--- src/rtl/encoder_pkg.sv ---
// Shared types and constants for the encoder round sequencer.
package encoder_pkg;

  localparam int unsigned NUM_STAGES = 4;
  localparam int unsigned STAGE_W    = 2;
  localparam int unsigned ROUND_W    = 5;
  localparam int unsigned DEF_ADDR_W = 7;
  localparam int unsigned DEF_DATA_W = 25;

  // Stage slots in the launch/done/memory vectors
  localparam int unsigned STG_COLPARITY = 0;
  localparam int unsigned STG_ROTATE    = 1;
  localparam int unsigned STG_PERMUTE   = 2;
  localparam int unsigned STG_REVALUATE = 3;

  typedef enum logic [1:0] {
    ST_IDLE   = 2'd0,
    ST_LAUNCH = 2'd1,
    ST_WAIT   = 2'd2,
    ST_FINISH = 2'd3
  } seq_state_e;

  // One-hot mask selecting a single stage
  function automatic logic [NUM_STAGES-1:0] stage_onehot(input logic [STAGE_W-1:0] stage);
    stage_onehot = NUM_STAGES'(1) << stage;
  endfunction

endpackage

--- src/rtl/enc_mem_mux.sv ---
// Combinational line-memory port mux: only the active stage reaches memory.
module enc_mem_mux
  import encoder_pkg::*;
#(
  parameter int unsigned ADDR_W = DEF_ADDR_W,
  parameter int unsigned DATA_W = DEF_DATA_W
) (
  input  logic                         i_active,
  input  logic [STAGE_W-1:0]           i_stage,
  input  logic [NUM_STAGES*ADDR_W-1:0] i_stg_addr,
  input  logic [NUM_STAGES-1:0]        i_stg_wr_en,
  input  logic [NUM_STAGES*DATA_W-1:0] i_stg_wr_data,
  output logic [ADDR_W-1:0]            o_mem_addr,
  output logic                         o_mem_wr_en,
  output logic [DATA_W-1:0]            o_mem_wr_data
);

  // Forward the selected stage's fields while a run is active, else drive zero
  always_comb begin
    o_mem_addr    = '0;
    o_mem_wr_en   = 1'b0;
    o_mem_wr_data = '0;
    if (i_active) begin
      for (int s = 0; s < int'(NUM_STAGES); s++) begin
        if (i_stage == STAGE_W'(s)) begin
          o_mem_addr    = i_stg_addr[s*ADDR_W +: ADDR_W];
          o_mem_wr_en   = i_stg_wr_en[s];
          o_mem_wr_data = i_stg_wr_data[s*DATA_W +: DATA_W];
        end
      end
    end
  end

endmodule

--- src/rtl/encoder_sequencer.sv ---
// Sequences four encoder stages for NUM_ROUNDS passes and arbitrates the line memory.
module encoder_sequencer
  import encoder_pkg::*;
#(
  parameter int unsigned NUM_ROUNDS = 24,
  parameter int unsigned ADDR_W     = DEF_ADDR_W,
  parameter int unsigned DATA_W     = DEF_DATA_W
) (
  input  logic                         clk,
  input  logic                         rst,
  input  logic                         start,
  input  logic                         abort,
  output logic [NUM_STAGES-1:0]        stg_start,
  input  logic [NUM_STAGES-1:0]        stg_done,
  input  logic [NUM_STAGES*ADDR_W-1:0] stg_addr,
  input  logic [NUM_STAGES-1:0]        stg_wr_en,
  input  logic [NUM_STAGES*DATA_W-1:0] stg_wr_data,
  output logic [ADDR_W-1:0]            mem_addr,
  output logic                         mem_wr_en,
  output logic [DATA_W-1:0]            mem_wr_data,
  output logic                         busy,
  output logic                         done,
  output logic [ROUND_W-1:0]           round_idx,
  output logic                         err
);

  localparam logic [ROUND_W-1:0] LAST_ROUND = ROUND_W'(NUM_ROUNDS - 1);
  localparam logic [STAGE_W-1:0] FIRST_STG  = STAGE_W'(STG_COLPARITY);
  localparam logic [STAGE_W-1:0] LAST_STG   = STAGE_W'(STG_REVALUATE);

  seq_state_e                r_state;
  logic [STAGE_W-1:0]        r_stage;
  logic [ROUND_W-1:0]        r_round;
  logic                      r_err;

  seq_state_e                w_state_nxt;
  logic [STAGE_W-1:0]        w_stage_nxt;
  logic [ROUND_W-1:0]        w_round_nxt;
  logic                      w_err_nxt;
  logic [NUM_STAGES-1:0]     w_stg_start;
  logic                      w_done;
  logic [NUM_STAGES-1:0]     w_active_mask;
  logic                      w_own_done;
  logic                      w_multi_done;
  logic                      w_proto_err;

  // Protocol-check terms derived from the done vector and the active stage
  assign w_active_mask = stage_onehot(r_stage);
  assign w_own_done    = |(stg_done & w_active_mask);
  assign w_multi_done  = (stg_done & (stg_done - NUM_STAGES'(1))) != '0;
  assign w_proto_err   = (r_state == ST_WAIT)
                         ? ((|(stg_done & ~w_active_mask)) | w_multi_done)
                         : (|stg_done);

  // State, stage, round and error registers
  always_ff @(posedge clk) begin
    if (!rst) begin
      r_state <= ST_IDLE;
      r_stage <= FIRST_STG;
      r_round <= '0;
      r_err   <= 1'b0;
    end else begin
      r_state <= w_state_nxt;
      r_stage <= w_stage_nxt;
      r_round <= w_round_nxt;
      r_err   <= w_err_nxt;
    end
  end

  // Next-state, counter and pulse decode; abort preempts everything outside IDLE
  always_comb begin
    w_state_nxt = r_state;
    w_stage_nxt = r_stage;
    w_round_nxt = r_round;
    w_err_nxt   = r_err;
    w_stg_start = '0;
    w_done      = 1'b0;

    case (r_state)
      ST_IDLE: begin
        if (start && !abort) begin
          w_stage_nxt = FIRST_STG;
          w_round_nxt = '0;
          w_err_nxt   = 1'b0;
          w_state_nxt = ST_LAUNCH;
        end
      end
      ST_LAUNCH: begin
        if (abort) begin
          w_state_nxt = ST_IDLE;
        end else begin
          w_stg_start = w_active_mask;
          w_state_nxt = ST_WAIT;
        end
      end
      ST_WAIT: begin
        if (abort) begin
          w_state_nxt = ST_IDLE;
        end else if (w_own_done) begin
          if (r_stage != LAST_STG) begin
            w_stage_nxt = r_stage + STAGE_W'(1);
            w_state_nxt = ST_LAUNCH;
          end else if (r_round < LAST_ROUND) begin
            w_round_nxt = r_round + ROUND_W'(1);
            w_stage_nxt = FIRST_STG;
            w_state_nxt = ST_LAUNCH;
          end else begin
            w_state_nxt = ST_FINISH;
          end
        end
      end
      ST_FINISH: begin
        w_state_nxt = ST_IDLE;
        if (!abort) begin
          w_done = 1'b1;
        end
      end
      default: begin
        w_state_nxt = ST_IDLE;
      end
    endcase

    // Sticky error; a same-cycle start in IDLE does not mask a fresh violation
    if (w_proto_err) begin
      w_err_nxt = 1'b1;
    end
  end

  assign stg_start = w_stg_start;
  assign done      = w_done;
  assign busy      = (r_state != ST_IDLE);
  assign round_idx = r_round;
  assign err       = r_err;

  // Line-memory arbitration for the active stage
  enc_mem_mux #(
    .ADDR_W (ADDR_W),
    .DATA_W (DATA_W)
  ) u_mem_mux (
    .i_active      (busy),
    .i_stage       (r_stage),
    .i_stg_addr    (stg_addr),
    .i_stg_wr_en   (stg_wr_en),
    .i_stg_wr_data (stg_wr_data),
    .o_mem_addr    (mem_addr),
    .o_mem_wr_en   (mem_wr_en),
    .o_mem_wr_data (mem_wr_data)
  );

endmodule

--- config.mk ---
export PLATFORM = sky130hd
export DESIGN_NAME = encoder_sequencer
export DESIGN_NICKNAME = d
export VERILOG_FILES = /design/src/rtl/encoder_pkg.sv /design/src/rtl/enc_mem_mux.sv /design/src/rtl/encoder_sequencer.sv
export SDC_FILE = /design/constraint.sdc
export NUM_CORES = 1
export LEC_CHECK = 0
export ABC_AREA = 1
export CAP_MARGIN = 20
export CORE_MARGIN = 5
export CORE_UTILIZATION = 27
export CTS_CLUSTER_DIAMETER = 120
export DETAILED_ROUTE_END_ITERATION = 16
export PLACE_DENSITY = 0.78
export SYNTH_ARGS = -nofsm -noshare
export SYNTH_HDL_FRONTEND = slang
export SYNTH_SLANG_ARGS = --single-unit
--- constraint.sdc ---
create_clock -name clk -period 1.6 [get_ports clk]
set_input_delay 0.32 -clock clk [delete_from_list [all_inputs] [get_ports clk]]
set_output_delay 0.32 -clock clk [all_outputs]
set_load 0.01 [all_outputs]
==> impl_metrics.toml, run 1 <==
[die]
die_w_microns = 92.5
pin_count = 185
core-area_sq_um = 6720
die_y_microns = 92.5
rows = 30
die_area_sq_um = 8550
start_util = 0.273

[power]
comb_power_share = 0.694
switching_share = 0.361
power_w = 0.00196
p_clk_frac = 0.165
cell_internal_pwr_w = 0.00125
leakage_nw = 1.84
vdd_drop_max_mv = 0.435
power_frac_seq = 0.141
power.switching_w = 0.000707
p_per_area_nw_per_um2 = 436

[sta]
worstMarginPinSlew_ns = 0.259
fin_crit_sh = 1.29
slew_headroom = 0.827
setup_violations = 45
fin_crit_ns = 2.06
fin_ws_ns = -0.457
hold_violations = 0
slew_violations = 0
rsz0062_at_grt = "true"
fmaxAchievable_mhz = 486
fin_skew_ns = 0.00500

[critical_path]
cp_max_fo = 11
rr_endpoint = "round_idx[1]"
critPathKind = "reg -> out"
endpoint = "mem_wr_data[7]"
required_ns = 1.28
worst_ep_arrival_time_ns = 1.74
ff2ff_path_depth = 14
critPathLaunchType = "register"
critical_path.startpoint = "r_stage[0]"
end_kind = "primary output"
rrSetupSlack_ns = -0.12
timing.rr.start = "r_stage[0]"

[clock_tree]
clkTransAtPathRegs_ns = 0.05
cts-root-buf = "clkbuf_8"
cts_max_level = 1
cts_buffer_depth = 2
ctsHoldBuffers = 0
cts_tree = "built"
clk_latency_ns = 0.24
clock-sinks = 10
cts_made_buffers = 3

[yosys]
yosys-top-cells-area = "o21ai_0, a21oi_1, dfxtp_1"
ys_seq_area_frac = 0.109
synth_area_leader_cell = "o21ai_0"
synthCells = 346
synth_edf_count = 0
synthesis.nets = 491
ys_async_sr_fraction = 0
synth_cell_types = 27
ys_warn_count = 0
synth.ff_latch_count = 10
yosysTopAreaCellShare = 0.204
netlist_area_sq_um = 1840
ys.flop_type = "dfxtp_1"
syn_area_per_cell_sq_um = 5.30

[global_routing]
overflow = 0
grt_max_degree = 37
grt_pass1_wl_mm = 16.9
grt_pass1_vias = 3448
antenna_found_initial = 0
grt_usage = 0.243

[route]
drt-initial-drc-count = 137
num_vias = 3384
dr.pass1.iters = 4
drc = 0
postRouteAntennaNets = 0
wl_mm = 11.4
avgRoutedWirePerCell_microns = 17.7
routed_via_density = 5.25

[run]
cap_viol_max_count = 0

[run_status]
violations = "negative setup slack"
status = "finished, violations left"

[hold_path]
hold_path_class = "reg -> reg"

[placed_design]
hpwl_mm = 7.67
port_buffers = 184
post-place-ws_ns = -0.615
finalWeightedCongestion = 0.875

[final_layout]
fillers = 582
n_antenna_cell = 0
area_delta_synth_final_pct = 145
finish.net_count = 710
layout-drive-gt1-share = 0.301
registers in the layout, summed over array words and instances (netlist names):
register / flops
r_stage: 2
round_idx: 5
r_state: 2
err: 1
cell usage in the layout (no fill, tap or decap), types with 4 or more instances in the layout:
| cell type | synthesis | layout |
|---|---|---|
| nand2_1 | 31 | 27 |
| inv_2 | 4 | 6 |
| buf_12 | 0 | 8 |
| a21oi_1 | 71 | 45 |
| buf_6 | 0 | 11 |
| nor2_4 | 1 | 4 |
| nand3_1 | 13 | 12 |
| buf_16 | 0 | 5 |
| clkbuf_8 | 0 | 4 |
| dfxtp_1 | 10 | 6 |
| buf_2 | 14 | 36 |
| clkdlybuf4s50_1 | 0 | 145 |
| nor2_1 | 50 | 39 |
| a21oi_2 | 0 | 26 |
| inv_1 | 15 | 10 |
| o21ai_1 | 24 | 67 |
| nor2_2 | 2 | 10 |
| o21ai_0 | 75 | 32 |
| buf_4 | 5 | 28 |
| nand2_2 | 4 | 7 |
cell usage after synthesis (2+ instances only):
master and instances:
o21ai_0 75, a21oi_1 71, nor2_1 50, nand2_1 31
o21ai_1 24, inv_1 15, buf_2 14, nand3_1 13
dfxtp_1 10, clkbuf_1 8, buf_4 5, ha_1 5
inv_2 4, nand2_2 4, nand4_1 3, nor2_2 2
nor3_1 2
cell type report:
| type | instances | area [sq um] | area share |
|---|---|---|---|
| tap | 80 | 100 | 0.0223 |
| timing repair inverter | 4 | 66.3 | 0.0148 |
| timing repair buffer | 238 | 2330 | 0.519 |
| clock buffer | 4 | 55.1 | 0.0122 |
| sequential | 10 | 208 | 0.0462 |
| inverter | 21 | 125 | 0.0278 |
| multi-input combinational | 287 | 1610 | 0.358 |
cell families (layout without fill, tap and decap cells):
group | after synthesis | after routing | synth area share
AOI/OAI and AO/OA | 173 | 173 | 0.476
adders and majority gates | 5 | 5 | 0.0341
buffers and inverters | 49 | 267 | 0.124
DFF | 10 | 10 | 0.109
and+or+nand+nor | 109 | 109 | 0.257
routing by layer:
layer  global-route usage  wire [microns]  share of wire  vias up
met3               0.0536             850          0.075       20
met1                0.253            4300           0.38     1567
met2                0.477            6040           0.53      161
li1                     -               -              -     1636
met5                    0               0              0        -
met4               0.0730             189          0.017        0
power by group through the flow:
| stage | sequential, W | clock, W | combinational (W) |
|---|---|---|---|
| after detailed placement | 0.000277 | 0 | 0.00110 |
| final | 0.000276 | 0.000323 | 0.00136 |
| after global routing | 0.000278 | 0.000340 | 0.00146 |
| after floorplan | 0.000280 | 0 | 0.000486 |
| after global placement | 0.000276 | 0 | 0.00108 |
| after CTS | 0.000275 | 0.000324 | 0.00128 |
worst min path at each step:
stage,start,endpoint,cells past startpoint,slack (ns)
final,err,err,2,0.47
after detailed placement,err,err,2,0.47
after global routing,err,err,2,0.51
after CTS,err,err,2,0.48
after global placement,err,err,2,0.46
after floorplan,rst,r_stage[0],2,0.44
worst max-delay path, cell delays in order (launching register included):
cell and delay, ns:
dfxtp_4 0.36, inv_4 0.08, ha_4 0.20, buf_12 0.12, buf_16 0.13, a21oi_2 0.06
o21ai_1 0.14, o21ai_1 0.12, a21oi_2 0.13, buf_2 0.15
per-stage QoR:
stage           util  area (sq um)  hold slack, ns  instances  setup TNS, ns
2_1_floorplan      -          1930           0.441        346         -0.110
3_3_place_gp   0.601          4040           0.463        615         -19.41
3_5_place_dp   0.601          4040           0.468        615         -20.68
4_1_cts        0.651          4370           0.478        641         -12.65
5_1_grt        0.669          4490           0.514        644         -16.94
6_report       0.669          4490           0.472        644         -12.76
repair_timing:
action                                  CTS  global route
buffers inserted                         12             5
cloned                                   10             1
endpoints found under the setup margin   43            48
pin swaps                                15            29
resized for setup                       217            48
Power figures use the tool's default switching activity.
==> run 2: changes to the inputs <==
Settings changed: CAP_MARGIN 20 to not set.
==> results of run 2 <==
Final layout, timing and power as in run 1 (identical DEF).
